===== src/rtl/fetch_pkg.sv =====
// Shared types and constants for the instruction fetch / sequencing stage.
package fetch_pkg;

  localparam int PC_W = 8;

  typedef enum logic [2:0] {
    S_FETCH_HI = 3'd0,
    S_FETCH_LO = 3'd1,
    S_ARG_HI   = 3'd2,
    S_ARG_LO   = 3'd3,
    S_EXEC     = 3'd4
  } fetch_state_e;

  localparam logic [3:0] OPR_JCN = 4'h1;
  localparam logic [3:0] OPR_JUN = 4'h4;
  localparam logic [3:0] OPR_JMS = 4'h5;
  localparam logic [3:0] OPR_BBL = 4'hC;

  // Opcodes followed by a second byte holding an 8-bit jump target.
  function automatic logic has_target(input logic [3:0] opr);
    return (opr == OPR_JCN) || (opr == OPR_JUN) || (opr == OPR_JMS);
  endfunction

endpackage


===== src/rtl/fetch_sequencer_if.sv =====
// Program-memory and decoder/datapath signals of the fetch stage.
interface fetch_sequencer_if;

  // inst_valid is a one-cycle execute strobe with no ready: the consumer must
  // act on opr/inst_operand in that cycle; the only back-pressure is halt.
  logic [3:0]                 data;
  logic                       take_branch;
  logic [fetch_pkg::PC_W-1:0] addr;
  logic                       nibble_sel;
  logic [3:0]                 opr;
  logic [3:0]                 inst_operand;
  logic                       inst_valid;

  modport master (
    input  data, take_branch,
    output addr, nibble_sel, opr, inst_operand, inst_valid
  );

  modport slave (
    output data, take_branch,
    input  addr, nibble_sel, opr, inst_operand, inst_valid
  );

endinterface


===== src/rtl/return_stack.sv =====
// Circular return-address stack; a push onto a full stack drops the oldest entry.
module return_stack
  import fetch_pkg::*;
#(
  parameter int STACK_DEPTH = 3
) (
  input  logic            clock,
  input  logic            reset,
  input  logic            push,
  input  logic            pop,
  input  logic [PC_W-1:0] push_data,
  output logic [PC_W-1:0] pop_data,
  output logic [1:0]      depth,
  output logic            overflow
);

  localparam logic [1:0] LAST = 2'(STACK_DEPTH - 1);
  localparam logic [1:0] FULL = 2'(STACK_DEPTH);

  logic [PC_W-1:0] mem_q [STACK_DEPTH];
  logic [1:0]      top_q;
  logic [1:0]      top_next;
  logic [1:0]      top_prev;

  // top_q is the next slot to write; when full it also points at the oldest entry.
  assign top_next = (top_q == LAST) ? 2'd0 : top_q + 2'd1;
  assign top_prev = (top_q == 2'd0) ? LAST : top_q - 2'd1;
  assign pop_data = (depth == 2'd0) ? '0 : mem_q[top_prev];

  always_ff @(posedge clock) begin
    if (reset) begin
      top_q    <= 2'd0;
      depth    <= 2'd0;
      overflow <= 1'b0;
      for (int i = 0; i < STACK_DEPTH; i++) mem_q[i] <= '0;
    end else if (push) begin
      mem_q[top_q] <= push_data;
      top_q        <= top_next;
      if (depth == FULL) overflow <= 1'b1;
      else               depth    <= depth + 2'd1;
    end else if (pop && (depth != 2'd0)) begin
      top_q <= top_prev;
      depth <= depth - 2'd1;
    end
  end

endmodule


===== src/rtl/fetch_sequencer.sv =====
// Instruction fetch and program sequencing: nibble fetch FSM, program counter
// and JCN/JUN/JMS/BBL resolution.
module fetch_sequencer
  import fetch_pkg::*;
#(
  parameter int STACK_DEPTH = 3
) (
  input  logic              clock,
  input  logic              reset,
  input  logic              halt,
  fetch_sequencer_if.master bus,
  output logic [1:0]        stack_depth,
  output logic              stack_overflow,
  output fetch_state_e      debug_state
);

  fetch_state_e    state_q, state_d;
  logic [PC_W-1:0] pc_q, pc_d, target_q, target_d;
  logic [PC_W-1:0] pc_plus1, pc_plus2, pop_data;
  logic [3:0]      opr_q, opr_d, operand_q, operand_d;
  logic            push, pop;

  assign pc_plus1 = pc_q + PC_W'(1);
  assign pc_plus2 = pc_q + PC_W'(2);

  always_ff @(posedge clock) begin
    if (reset) begin
      state_q   <= S_FETCH_HI;
      pc_q      <= '0;
      target_q  <= '0;
      opr_q     <= '0;
      operand_q <= '0;
    end else if (!halt) begin
      state_q   <= state_d;
      pc_q      <= pc_d;
      target_q  <= target_d;
      opr_q     <= opr_d;
      operand_q <= operand_d;
    end
  end

  always_comb begin
    state_d   = state_q;
    pc_d      = pc_q;
    target_d  = target_q;
    opr_d     = opr_q;
    operand_d = operand_q;
    push      = 1'b0;
    pop       = 1'b0;
    case (state_q)
      S_FETCH_HI: begin
        opr_d   = bus.data;
        state_d = S_FETCH_LO;
      end
      S_FETCH_LO: begin
        operand_d = bus.data;
        state_d   = has_target(opr_q) ? S_ARG_HI : S_EXEC;
      end
      S_ARG_HI: begin
        target_d[7:4] = bus.data;
        state_d       = S_ARG_LO;
      end
      S_ARG_LO: begin
        target_d[3:0] = bus.data;
        state_d       = S_EXEC;
      end
      S_EXEC: begin
        state_d = S_FETCH_HI;
        case (opr_q)
          OPR_JUN: pc_d = target_q;
          OPR_JMS: begin
            push = 1'b1;
            pc_d = target_q;
          end
          OPR_JCN: pc_d = bus.take_branch ? target_q : pc_plus2;
          OPR_BBL: begin
            pop  = 1'b1;
            pc_d = pop_data;
          end
          default: pc_d = pc_plus1;
        endcase
      end
      default: state_d = S_FETCH_HI;
    endcase
  end

  // The target byte sits right after the opcode byte, so ARG reads from pc+1.
  assign bus.addr         = ((state_q == S_ARG_HI) || (state_q == S_ARG_LO)) ? pc_plus1 : pc_q;
  assign bus.nibble_sel   = (state_q == S_FETCH_LO) || (state_q == S_ARG_LO) || (state_q == S_EXEC);
  assign bus.inst_valid   = (state_q == S_EXEC) && !halt;
  assign bus.opr          = opr_q;
  assign bus.inst_operand = operand_q;
  assign debug_state      = state_q;

  return_stack #(
    .STACK_DEPTH(STACK_DEPTH)
  ) u_return_stack (
    .clock    (clock),
    .reset    (reset),
    .push     (push && !halt),
    .pop      (pop && !halt),
    .push_data(pc_plus2),
    .pop_data (pop_data),
    .depth    (stack_depth),
    .overflow (stack_overflow)
  );

endmodule


===== src/flat_wrapper.sv =====
// flat-port wrapper written by rule: the top's interface ports become plain ports
module fetch_sequencer_flat import fetch_pkg::*;
#(
  parameter int STACK_DEPTH = 3
)
  (clock, reset, halt, stack_depth, stack_overflow, debug_state, bus_data, bus_take_branch, bus_addr, bus_nibble_sel, bus_opr, bus_inst_operand, bus_inst_valid);
  fetch_sequencer_if bus_i ();
  input  logic clock;
  input  logic reset;
  input  logic halt;
  output logic [1:0] stack_depth;
  output logic stack_overflow;
  output fetch_state_e debug_state;
  input wire logic [$bits(bus_i.data)-1:0] bus_data;
  input wire logic [$bits(bus_i.take_branch)-1:0] bus_take_branch;
  output wire logic [$bits(bus_i.addr)-1:0] bus_addr;
  output wire logic [$bits(bus_i.nibble_sel)-1:0] bus_nibble_sel;
  output wire logic [$bits(bus_i.opr)-1:0] bus_opr;
  output wire logic [$bits(bus_i.inst_operand)-1:0] bus_inst_operand;
  output wire logic [$bits(bus_i.inst_valid)-1:0] bus_inst_valid;
  assign bus_i.data = bus_data;
  assign bus_i.take_branch = bus_take_branch;
  assign bus_addr = bus_i.addr;
  assign bus_nibble_sel = bus_i.nibble_sel;
  assign bus_opr = bus_i.opr;
  assign bus_inst_operand = bus_i.inst_operand;
  assign bus_inst_valid = bus_i.inst_valid;
  fetch_sequencer #(.STACK_DEPTH(STACK_DEPTH)) u_core (.clock(clock), .reset(reset), .halt(halt), .bus(bus_i), .stack_depth(stack_depth), .stack_overflow(stack_overflow), .debug_state(debug_state));
endmodule

===== config.mk =====
export PLATFORM = sky130hd
export DESIGN_NAME = fetch_sequencer_flat
export DESIGN_NICKNAME = d
export VERILOG_FILES = /design/src/rtl/fetch_pkg.sv /design/src/rtl/fetch_sequencer_if.sv /design/src/rtl/return_stack.sv /design/src/rtl/fetch_sequencer.sv /design/src/flat_wrapper.sv
export SDC_FILE = /design/constraint.sdc
export NUM_CORES = 1
export LEC_CHECK = 0
export ABC_AREA = 1
export BUFFER_PORTS_ARGS = -buffer_cell sky130_fd_sc_hd__buf_4
export CELL_PAD_IN_SITES_DETAIL_PLACEMENT = 0
export CELL_PAD_IN_SITES_GLOBAL_PLACEMENT = 2
export CORE_MARGIN = 5
export CORE_UTILIZATION = 37
export CTS_CLUSTER_DIAMETER = 150
export DETAILED_ROUTE_END_ITERATION = 16
export HOLD_SLACK_MARGIN = 0.03
export PLACE_DENSITY = 0.87
export SLEW_MARGIN = 40
export SYNTH_ARGS = -nofsm -noshare
export SYNTH_HDL_FRONTEND = slang
export SYNTH_SLANG_ARGS = --single-unit

===== constraint.sdc =====
create_clock -name clock -period 4.4 [get_ports clock]
set_clock_uncertainty 0.2 [all_clocks]
set_input_delay 0.66 -clock clock [delete_from_list [all_inputs] [get_ports clock]]
set_output_delay 0.66 -clock clock [all_outputs]
set_load 0.05 [all_outputs]

==> flow_metrics.py <==
metrics = {
    "die": {
        "start_util_pct": 37.5,
        "ioPinCount": 32,
        "die_area_um2": 10700,
        "die_h_um": 104,
        "coreArea_um2": 8640,
        "row_count": 34,
        "die_width_um": 104,
    },
    "final_layout": {
        "fin_util_pct": 43.2,
        "drive_gt1_share_pct": 14.6,
        "layout_commonest_cell": "nand2_1",
        "n_antenna_cell": 0,
        "n_fill_cell": 897,
        "synthToLayoutAreaGrowth_pct": 15.2,
        "layout.nets": 456,
        "final_cell_mix": "nand2_1 (87), nor2_1 (69), o21ai_0 (41)",
    },
    "setup_path": {
        "r2r-start": "u_core.u_return_stack.top_q[0]$_SDFFE_PP0P_",
        "path_class": "reg -> out",
        "cp_top_family": "flip-flops",
        "cp.buffers_inverters": 3,
        "critPathArrivalTime_ns": 2.16,
        "cp-end-kind": "primary output",
        "critical_path.max_fanout": 9,
        "rr_worst_depth": 11,
        "cp.required_ns": 3.54,
        "worstSetupStartpointType": "flop",
        "crit_start": "u_core.pc_q[1]$_SDFFE_PP0P_",
        "cpMostUsedCell": "nand2_1",
        "cp_slowest_cell": "dfxtp_1",
        "endpoint": "bus_addr[7]",
        "ff2ff_setup_slack_ns": 1.84,
        "crit_path_max_incr_delay_ns": 0.54,
        "worst-path-stages": 10,
        "crit_chain": "ha_1 > nand2_1 > inv_1 > nand3_1 > nand2_1 > nand2_1 > inv_1 > nand2_1 > o21ai_0 > buf_4",
        "rr_endpoint": "u_core.pc_q[7]$_SDFFE_PP0P_",
    },
    "clock_network": {
        "htree_num_levels": 3,
        "ctsResizeCount": 0,
        "clockRootBuffer": "clkbuf_8",
        "clock_path_buffers": 2,
        "hold_buffers": 0,
        "clkSlewWorstSetupHoldPaths_ns": 0.08,
        "clock_latency_ns": 0.35,
        "cts_buffers": 9,
        "cts_tree": "built",
        "clock-sinks": 64,
        "post_cts_buffers": 0,
    },
    "placed_design": {
        "io_buffers": 31,
        "post-dp-hpwl_um": 6170,
        "gp_congestion": 0.859,
    },
    "sta": {
        "fmax_mhz": 332,
        "rsz0062_at_grt": "false",
        "setup_tns_ns": 0,
        "fin_crit_sh_pct": 68.6,
        "finalMaxSlewViolations": 0,
        "setup_viol": 0,
        "max_slew_margin_pct": 50.0,
        "worstMarginPinSlew_ns": 0.749,
        "period_needed_ns": 3.02,
        "hold_viol": 0,
    },
    "global_route": {
        "grt_pass1_vias": 2719,
        "grt_use_total_pct": 16.3,
        "grt_max_degree": 26,
        "grt_pass1_wl_um": 14000,
        "grt.overflow.total": 0,
        "antenna_found_initial": 0,
    },
    "yosys": {
        "yosysTopAreaCell": "edfxtp_1",
        "synthTopCellsByArea": "edfxtp_1 (30%), dfxtp_1 (20%), nand2_1 (10%)",
        "syn_area_um2": 3240,
        "syn_inst": 409,
        "synth.ff_latch_count": 64,
        "ys_warn_count": 0,
        "syn_area_per_cell_um2": 7.92,
        "ys_seq_area_share_pct": 49.4,
        "syn_nets": 424,
        "yosys.area.top_type_share_pct": 29.7,
        "ys_types": 28,
    },
    "power_and_ir_drop": {
        "p_leak_nw": 1.48,
        "p_per_area_nw_per_um2": 331,
        "peakVddDrop_mv": 0.149,
    },
    "detailed_routing": {
        "dr_total_vias": 2737,
        "drtIter0Drc": 146,
        "vias_per_cell": 4.94,
        "wl_per_cell_um": 15.4,
        "drtPass1Iterations": 5,
        "drc": 0,
        "drtAntennaViolNets": 0,
        "finalWirelength_um": 8500,
    },
    "min_path": {
        "hold_path.class": "reg -> reg",
    },
    "run": {
        "cap_violations": 0,
    },
    "outcome": {
        "outcome": "complete, no violations",
    },
}
## worst min path at each step
stage,start,end,slack [ns],cells after the start
floorplan,u_core.target_q[1]$_SDFFE_PP0P_,u_core.target_q[1]$_SDFFE_PP0P_,0.22,2
global placement,u_core.target_q[1]$_SDFFE_PP0P_,u_core.target_q[1]$_SDFFE_PP0P_,0.24,2
detailed placement,u_core.target_q[1]$_SDFFE_PP0P_,u_core.target_q[1]$_SDFFE_PP0P_,0.24,2
CTS,u_core.target_q[1]$_SDFFE_PP0P_,u_core.target_q[1]$_SDFFE_PP0P_,0.25,2
global route,u_core.target_q[5]$_SDFFE_PP0P_,u_core.target_q[5]$_SDFFE_PP0P_,0.29,2
finish,u_core.target_q[1]$_SDFFE_PP0P_,u_core.target_q[1]$_SDFFE_PP0P_,0.25,2
## cell usage after synthesis, drive strengths merged
| library cell | number |
|---|---|
| or2 | 1 |
| edfxtp | 32 |
| buf | 6 |
| a21oi | 28 |
| o21ai | 45 |
| nor2 | 75 |
| xor2 | 4 |
| inv | 43 |
| ha | 7 |
| clkbuf | 4 |
| nand3 | 29 |
| nand4 | 2 |
| a31oi | 3 |
| and3 | 1 |
| dfxtp | 32 |
| o22ai | 6 |
| nor3 | 4 |
| nand2 | 87 |
## metal layers
| metal | track usage [%] | up-vias | share of wire [%] |
|---|---|---|---|
| li1 | - | 1417 | - |
| met1 | 21.2 | 1255 | 48 |
| met4 | 6.47 | 0 | 1.7 |
| met2 | 26.5 | 54 | 47 |
| met5 | 0 | - | 0 |
| met3 | 3.23 | 11 | 3.6 |
## state kept, by name, summed over array words and instances, names as in the netlist
name                            cells
u_core.u_return_stack.mem_q        32
u_core.bus.opr                      4
u_core.pc_q                         8
u_core.u_return_stack.depth         2
u_core.target_q                     8
u_core.u_return_stack.top_q         2
u_core.debug_state                  3
u_core.bus.inst_operand             4
u_core.u_return_stack.overflow      1
## power by group
group	internal, W	switching, W	total (W)
logic	0.0000362	0.0000965	0.000133
registers	0.000639	0.0000113	0.000650
clock network	0.000204	0.000250	0.000455
total	0.000879	0.000358	0.00124
## kinds of logic (layout without fill, tap and decap cells)
kind of cell               after synthesis  in the layout  share of synthesized area, %
adders and majority gates                7              7                          2.70
AOI/OAI and AO/OA                       82             82                          13.2
and+or+nand+nor                        199            199                          27.0
xor gates and xnor gates                 4              4                          1.08
buffers and inverters                   53             90                          6.53
DFF                                     64             64                          49.4
## worst reg2reg max path, cell delays in order, from the launching register on
cell	delay [ns]
dfxtp_1	0.34
inv_1	0.12
ha_1	0.60
inv_1	0.44
nand2_1	0.15
nand2_1	0.05
nand2_1	0.06
nand2_1	0.09
a21oi_1	0.19
nand3_1	0.10
nand2_1	0.08
a21oi_1	0.06
## stage by stage
step                      cells  setup WS (ns)  cell area (µm²)  hold WS [ns]  total power (W)
final                       554           1.38             3730         0.248          0.00124
after global routing        554           1.17             3730         0.288          0.00129
after CTS                   554           1.37             3730         0.251          0.00125
after detailed placement    538           1.75             3560         0.238         0.000797
after global placement      538           1.73             3560         0.236         0.000796
after floorplan             409           1.18             3240         0.224         0.000752
## cell type report
type	count	area, µm²	area share (%)
inverter	43	164	4.39
tap	108	135	3.62
multi-input combinational	292	1430	38.3
sequential	64	1600	42.9
clock buffer	9	124	3.32
timing repair buffer	31	233	6.23
clock inverter	7	46.3	1.24
No activity file was read; power rests on OpenSTA's default activity.
